File: src/rtl/matrix_alu_sched.sv
// Round-robin scheduler sharing one matrix_alu between two requesters.
// It accepts one command at a time, steps through the ALU's one-cycle
// registered latency, captures the result and returns it over a
// valid/ready response channel, tagged with the requester ID.
module matrix_alu_sched #(
  parameter int word_size     = 8,
  parameter int Amatrixrownum = 2,
  parameter int Amatrixcolnum = 2,
  parameter int Bmatrixrownum = 2,
  parameter int Bmatrixcolnum = 2
) (
  input  logic                                  clk,
  input  logic                                  resetn,
  input  logic                                  req0_valid,
  output logic                                  req0_ready,
  input  logic [1:0]                            req0_op,
  input  logic [Amatrixrownum*Amatrixcolnum*word_size-1:0] req0_A,
  input  logic [Bmatrixrownum*Bmatrixcolnum*word_size-1:0] req0_B,
  input  logic                                  req1_valid,
  output logic                                  req1_ready,
  input  logic [1:0]                            req1_op,
  input  logic [Amatrixrownum*Amatrixcolnum*word_size-1:0] req1_A,
  input  logic [Bmatrixrownum*Bmatrixcolnum*word_size-1:0] req1_B,
  output logic [1:0]                            alu_op,
  output logic [Amatrixrownum*Amatrixcolnum*word_size-1:0] alu_A,
  output logic [Bmatrixrownum*Bmatrixcolnum*word_size-1:0] alu_B,
  input  logic [Amatrixrownum*Amatrixcolnum*Bmatrixrownum*Bmatrixcolnum*word_size-1:0] alu_C,
  output logic                                  rsp_valid,
  input  logic                                  rsp_ready,
  output logic                                  rsp_id,
  output logic [Amatrixrownum*Amatrixcolnum*Bmatrixrownum*Bmatrixcolnum*word_size-1:0] rsp_C,
  output logic                                  busy,
  output logic [15:0]                           done_cnt
);

  localparam int AW = Amatrixrownum * Amatrixcolnum * word_size;
  localparam int BW = Bmatrixrownum * Bmatrixcolnum * word_size;
  localparam int CW = Amatrixrownum * Amatrixcolnum * Bmatrixrownum * Bmatrixcolnum * word_size;
  localparam int RW = Amatrixrownum * Bmatrixcolnum * word_size;

  // Ones over the RW result bits that add/sub/mul actually drive.
  localparam logic [CW-1:0] LOW_MASK = {CW{1'b1}} >> (CW - RW);

  localparam logic [1:0] OP_KRON = 2'b11;

  typedef enum logic [1:0] {
    IDLE = 2'd0,
    EXEC = 2'd1,
    CAPT = 2'd2,
    RESP = 2'd3
  } state_t;

  state_t state;
  logic   prio;     // requester that wins a tie: the one not served last
  logic   cur_id;   // requester owning the command in flight
  logic   grant;    // requester picked this cycle when in IDLE
  logic   any_valid;

  // Only Kronecker drives the full CW bits; other ops leave the upper
  // part undriven, so it is cleared before it reaches the client.
  function automatic logic [CW-1:0] sanitise(input logic [1:0] op,
                                             input logic [CW-1:0] c);
    logic [CW-1:0] r;
    r = c;
    if (op != OP_KRON) r = c & LOW_MASK;
    return r;
  endfunction

  // Arbitration: a lone requester wins; on a tie the priority pointer decides.
  always_comb begin
    grant = 1'b0;
    if (req0_valid && req1_valid) grant = prio;
    else if (req1_valid)          grant = 1'b1;
  end

  assign any_valid  = req0_valid | req1_valid;
  assign req0_ready = (state == IDLE) && req0_valid && !grant;
  assign req1_ready = (state == IDLE) && req1_valid &&  grant;

  // Command sequencing FSM: accept, let the ALU register, capture, respond.
  always_ff @(posedge clk or negedge resetn) begin
    if (!resetn) begin
      state     <= IDLE;
      prio      <= 1'b0;
      cur_id    <= 1'b0;
      alu_op    <= '0;
      alu_A     <= '0;
      alu_B     <= '0;
      rsp_C     <= '0;
      rsp_id    <= 1'b0;
      rsp_valid <= 1'b0;
      busy      <= 1'b0;
      done_cnt  <= '0;
    end else begin
      case (state)
        IDLE: begin
          if (any_valid) begin
            alu_op <= grant ? req1_op : req0_op;
            alu_A  <= grant ? req1_A  : req0_A;
            alu_B  <= grant ? req1_B  : req0_B;
            cur_id <= grant;
            busy   <= 1'b1;
            state  <= EXEC;
          end
        end
        EXEC: begin
          state <= CAPT;
        end
        CAPT: begin
          rsp_C     <= sanitise(alu_op, alu_C);
          rsp_id    <= cur_id;
          rsp_valid <= 1'b1;
          state     <= RESP;
        end
        RESP: begin
          if (rsp_ready) begin
            rsp_valid <= 1'b0;
            done_cnt  <= done_cnt + 16'd1;
            prio      <= ~rsp_id;
            busy      <= 1'b0;
            state     <= IDLE;
          end
        end
        default: begin
          state <= IDLE;
        end
      endcase
    end
  end

endmodule
File: config.mk
export PLATFORM = sky130hd
export DESIGN_NAME = matrix_alu_sched
export DESIGN_NICKNAME = d
export VERILOG_FILES = /design/src/rtl/matrix_alu_sched.sv
export SDC_FILE = /design/constraint.sdc
export NUM_CORES = 1
export LEC_CHECK = 0
export ABC_AREA = 1
export BUFFER_PORTS_ARGS = -buffer_cell sky130_fd_sc_hd__buf_2
export CAP_MARGIN = 30
export CORE_AREA = 2 2 187 189
export CTS_CLUSTER_SIZE = 14
export DETAILED_ROUTE_END_ITERATION = 8
export DIE_AREA = 0 0 189 191
export HOLD_SLACK_MARGIN = 0.03
export PLACE_DENSITY = 0.51
export SLEW_MARGIN = 20
export SYNTH_ARGS = -nofsm -noshare
export SYNTH_HDL_FRONTEND = slang
export SYNTH_SLANG_ARGS = --single-unit
File: constraint.sdc
create_clock -name clk -period 2.2 [get_ports clk]
set_input_delay 0 -clock clk [delete_from_list [all_inputs] [get_ports clk]]
set_output_delay 0 -clock clk [all_outputs]
set_load 0.03 [all_outputs]
### Yosys cells after proc, flatten, opt, wreduce, memory -nomap -nowiden

Cells that the tools add are included.

| cells by class | value |
|---|---|
| add/sub/neg operators | 1 |
| multipliers | 0 |
| divide/modulo/power cells | 0 |
| magnitude comparators | 0 |
| equal/unequal tests | 6 |
| shift-type cells | 0 |
| multiplexer cells | 13 |
| bitwise operators | 2 |
| reductions and logical operators | 14 |

Operators with widths:

| cell | number |
|---|---|
| $mux 128 | 1 |
| $mux 32 | 2 |
| $add 16x1->16 const B | 1 |
| $pmux 2 s4 | 1 |
| $reduce_and 2->1 | 4 |
| $mux 2 | 3 |
| $ne 2x2->1 const B | 3 |
| $logic_and 1x1->1 | 5 |
| $eq 2x2->1 const B | 2 |
| $mux 1 | 4 |
| $pmux 1 s2 | 2 |
| $reduce_bool 2->1 | 2 |
| $reduce_and 3->1 | 1 |
| $eq 2x1->1 const B | 1 |
| $logic_not 2->1 | 1 |
| $logic_not 1->1 | 1 |
| $not 1->1 | 1 |
| $or 1x1->1 | 1 |

| storage, ports and cells | value |
|---|---|
| register bits after elaboration | 217 |
| bits in latches | 0 |
| memory bits (writable) | 0 |
| memory bits (read-only) | 0 |
| output and inout bits | 215 |
| memories kept | 0 |

### Longest topological paths before layout

| logic depth | value |
|---|---|
| depth in word-level cells | 4 |
| gate-level depth with buffers | 9 |
| mapped depth without buffers | 9 |

### Worst setup path after synthesis

Ideal clock, no wire load.

| timing path | value |
|---|---|
| kind | reg2reg |
| start point | register done_cnt[1] |
| end point | register done_cnt[14] |
| setup time | 113 ps |
| arrival time | 1406 ps |
| slack | 681 ps |
| stages on the path, launching flop included | 9 |
| path buffers | 0 |
| period minus slack after synthesis | 1519 ps |
| cell sequence | dfrtp_1 ha_1 nand2_1 nor2_1 nand2_1 nor2_1 nand3_1 nand2_1 inv_1 |

| between the ends | value |
|---|---|
| longest elaborated chain between the ends | 1 |

Ends and longest elaborated chain:

| element | RTL line | RTL |
|---|---|---|
| start, declared | 33 | `output logic [15:0] done_cnt` |
| start signal, assigned | 118 | `done_cnt <= done_cnt + 16'd1;` |
| $add 16x1->16 | 118 |  |

Every way passes these cells.
A chain may end at the register's enable or synchronous reset.

### Worst setup path after layout

| timing path | value |
|---|---|
| start point | register prio |
| end point | output port req0_ready |

| between the ends | value |
|---|---|
| longest elaborated chain between the ends | 3 |

Ends and longest elaborated chain:

| element | RTL line | RTL |
|---|---|---|
| start, declared | 54 | `logic prio;` |
| start signal, assigned | 119 | `prio <= ~rsp_id;` |
| $mux 1 | 72 | `if (req0_valid && req1_valid) grant = prio;` |
| $logic_not 1->1 | 77 | `assign req0_ready = (state == IDLE) && req0_valid && !grant;` |
| $logic_and 1x1->1 | 77 |  |
| end, declared | 15 | `output logic req0_ready,` |

Every way passes these cells.

==> results.txt <==
The highest ir drop seen on vdd came out at 0.834 mV. The final-stage net count is 1995. For this design the total switching power over the nets is 10.3 mW.

The placeable core area came out at 34100 um2. The portion of synthesized cell area occupied by the leading cell type came out at 59.1%. The clock latency reported for the late side of the worst-skew pair came out at 0.52 ns. The ratio of total power to cell area came out at 1420 nW/um2. The required arrival time at the worst endpoint came out at 2.20 ns. The die covers 36100 um2.

The slew of the pin with the lowest slew margin came out at 0.502 ns. The final routed wirelength across all metal layers is 33900 um. The width of the die came out at 189 um. The clock buffer count from CTS is 26. Synthesis handed over a netlist of 985 instances.

The routed length per placed instance came out at 15.4 um. The share of power burned in combinational logic is 49.9%. The number of standard cells in the layout, taps in and fillers out came out at 2201. The total clock sinks came out at 217. Once the floorplan was initialized, standard cells occupied 26.9% of the core. The share of total power dissipated in sequential elements is 30.9%. The minimum setup slack among reg-to-reg paths came out at 0.42 ns.

The routability congestion estimate is 0.836. Along the worst path, the maximum fanout reaches 33. The switching part of the total power is 46.4%. The startpoint of the most critical setup path is prio. Counting instances in the post-synthesis netlist gives the leading cell types as 217 x dfrtp_1, 198 x nand2_1, 120 x inv_1, 96 x o22ai_1, 81 x nor2_1.

Across every metal layer, demand over resource in global routing totals 18.0%. The run finished with clean final reports. The post-layout instance area came out at 15800 um2. The first TritonRoute pass finished after 4 iterations.

The worst setup path is launched from a flip-flop. The slowest library cell on the worst path is dfrtp_1. The clock tree root driver cell is clkbuf_16. The placed wire-length estimate after detailed placement is 22800 um. The number of flops mapped to enable cells by yosys is 0. The register bit count reported by yosys is 217. Of the total power, the clock network draws 19.2%. The initial antenna violation count is 0. The number of nets in the synthesized netlist is 1254.

After synthesis, the cell types taking the most area are dfrtp_1 59%, nand2_1 8.1%, o22ai_1 6.5%. After detailed placement, the design holds a cell count of 1887. The number of failing hold endpoints at the final stage came out at 0. The ratio of final minimum period to clock period came out at 88.7%. Setup violations remaining at the end of the flow were counted as 0. Counting flops with an async set or reset pin after synthesis yields a share of 100%. The signal on the critical path passes through o21ai_4, inv_2, nor3_1, buf_2. The maximum number of pins on one net before global-route repair came out at 71. The worst register-to-register path ends at state[0]. The total of cells resized after clock tree synthesis came out at 0. The data arrival time of the worst path is 1.95 ns.

After detailed placement, the total cell area comes to 12200 um2. The worst setup path is captured at an output pin. In the synthesized netlist the dominant register cell turns out to be dfrtp_1. The static leakage power is 7.84 nW. The post-synthesis area per instance came out at 9.32 um2. Pin placement for this block handled 480 I/O pins.

The number of buffers on the longest clock path is 3. The critical path ends at req0_ready. The first global-routing pass estimated 52700 um of wire.

The max-slew violation count was 0. The TritonCTS clock tree is yes. The highest attainable clock frequency came out at 512 MHz. The cell-internal power came out at 12.0 mW. Summed over all instances, the cell type with the most area after synthesis is dfrtp_1. The delay contributed by the slowest stage of the critical path came out at 0.42 ns. The detailed router placed 9759 vias in this run. The number of warnings printed during yosys synthesis came out at 0. After the first detailed-routing iteration, the DRC count stood at 286. The startpoint identified for the worst register-to-register timing path is state[0]. The cell with the most instances after synthesis is dfrtp_1. The number of DRC violations after detailed routing came out at 0.

The minimum period implied by the final worst setup slack came out at 1.95 ns. The overflow left after global routing is 0. The via count of the first global-routing pass came to 9989.

Setup repair after global routing left no endpoint under its margin. The ratio of cells with drive above 1 in the final layout came out at 34.4%. The max-slew headroom at the worst pin is 66.5%. Port buffering added 479 buffers. The total number of H-tree levels came out at 1. Setup total negative slack on the finished layout was measured at 0 ns. Clock-pin slew was measured on the worst setup and hold paths at 0.06 ns. In this run the worst hold path is classified as in -> async.

Dividing the detail-routed via count by the number of cells gives 4.43. The unique cell type count in the Yosys netlist is 27. Max-cap violations in this run came to 0.

The netlist area before placement is 9180 um2. The setup path with the least slack is of type reg -> out. The die is 191 um tall.

The clock skew after layout came out at 0.0102 ns. The sequential share of the synthesized area came out at 59.1%. The area added between synthesis and finish is 71.6%. Counting cells, the worst reg-to-reg path comes to 7. The count of nets left with antenna violations once routing finished came out at 0. The floorplan has 68 rows.
flip-flops by register name (all words and copies together) (netlist names), 2 cells and up:
| register | count |
|---|---|
| alu_A | 32 |
| alu_B | 32 |
| alu_op | 2 |
| done_cnt | 16 |
| rsp_C | 128 |
| state | 2 |
stage by stage:
step                      total power [mW]  util, %  setup slack (ns)  hold WS (ns)
final                                 22.3     46.2             0.248         0.138
after global routing                  23.7     46.2             0.117         0.138
after CTS                             22.5     46.2             0.185        0.0922
after detailed placement              17.7     35.8             0.416       -0.0317
after global placement                17.6     35.8             0.497       -0.0263
after floorplan                       14.0        -             0.681        -0.296
power by group through the flow:
stage | Combinational, mW | Clock (mW) | Sequential, mW
after global routing | 11.9 | 4.59 | 7.12
final | 11.1 | 4.28 | 6.90
after CTS | 11.2 | 4.42 | 6.89
after floorplan | 3.56 | 0 | 10.4
after global placement | 10.7 | 0 | 6.89
after detailed placement | 10.8 | 0 | 6.92
worst max-delay path: cells and delay by family, from the launching register on:
kind	cells	cell delay, ns
buf+inv	2	0.50
flops	1	0.42
simple gates	1	0.29
compound gates	1	0.21
final cells by class:
type | instances | area [um2]
Inverter | 124 | 465
Clock inverter | 10 | 60.1
Fill cell | 3161 | 18400
Multi-Input combinational cell | 581 | 3010
Tap cell | 455 | 569
Sequential cell | 217 | 5430
Timing Repair Buffer | 776 | 5420
Clock buffer | 37 | 803
Antenna cell | 1 | 2.50
worst min-delay path by stage:
stage / endpoint / slack, ns / cells past startpoint
5_1_grt: rsp_C[106] / 0.14 / 3
3_3_place_gp: alu_B[17] / -0.03 / 1
3_5_place_dp: alu_B[17] / -0.03 / 1
2_1_floorplan: alu_A[0] / -0.30 / 0
6_report: rsp_C[106] / 0.14 / 3
4_1_cts: rsp_C[105] / 0.09 / 3
per-layer routing:
| layer | wire [um] | track usage, % |
|---|---|---|
| met5 | 0 | 0 |
| met3 | 2340 | 4.04 |
| met2 | 16600 | 31.6 |
| met4 | 1290 | 7.39 |
| met1 | 13700 | 21.3 |
cells by family after synthesis:
logic type               count (synthesis)  share of synthesized area [%]
XOR/XNOR                                10                          0.954
AO/OA/AOI/OAI                          236                           14.4
buffers and inverters                  187                           8.34
multiplexers                            33                           4.05
AND/OR/NAND/NOR                        298                           12.5
adder cells (fa/ha/maj)                  4                          0.545
flip-flops                             217                           59.1
placed cells by master (no fill, tap or decap), types with 4 or more instances in the layout:
cell type      netlist  layout
buf_12               0       8
buf_2               21     478
buf_4                8      23
clkbuf_16            0      27
clkbuf_8             0       9
clkinv_2             0       7
dfrtp_1            217     217
dlygate4sd3_1        0     265
inv_1              120     120
inv_2                4       4
mux2_2              33      33
nand2_1            198     197
nand3_1              8       8
nand4_1              4       4
nor2_1              81      81
nor3_1               4       4
o21ai_0             56      56
o21ai_1             78      78
o22ai_1             96      96
xor2_1               7       7
repair_timing:
| action | CTS | global route |
|---|---|---|
| endpoints found under the hold margin | 422 | 0 |
| buffers inserted | 0 | 0 |
| hold buffers | 266 | 0 |
| endpoints found under the setup margin | 0 | 0 |
Note: power is estimated with default switching activity, not from simulation.
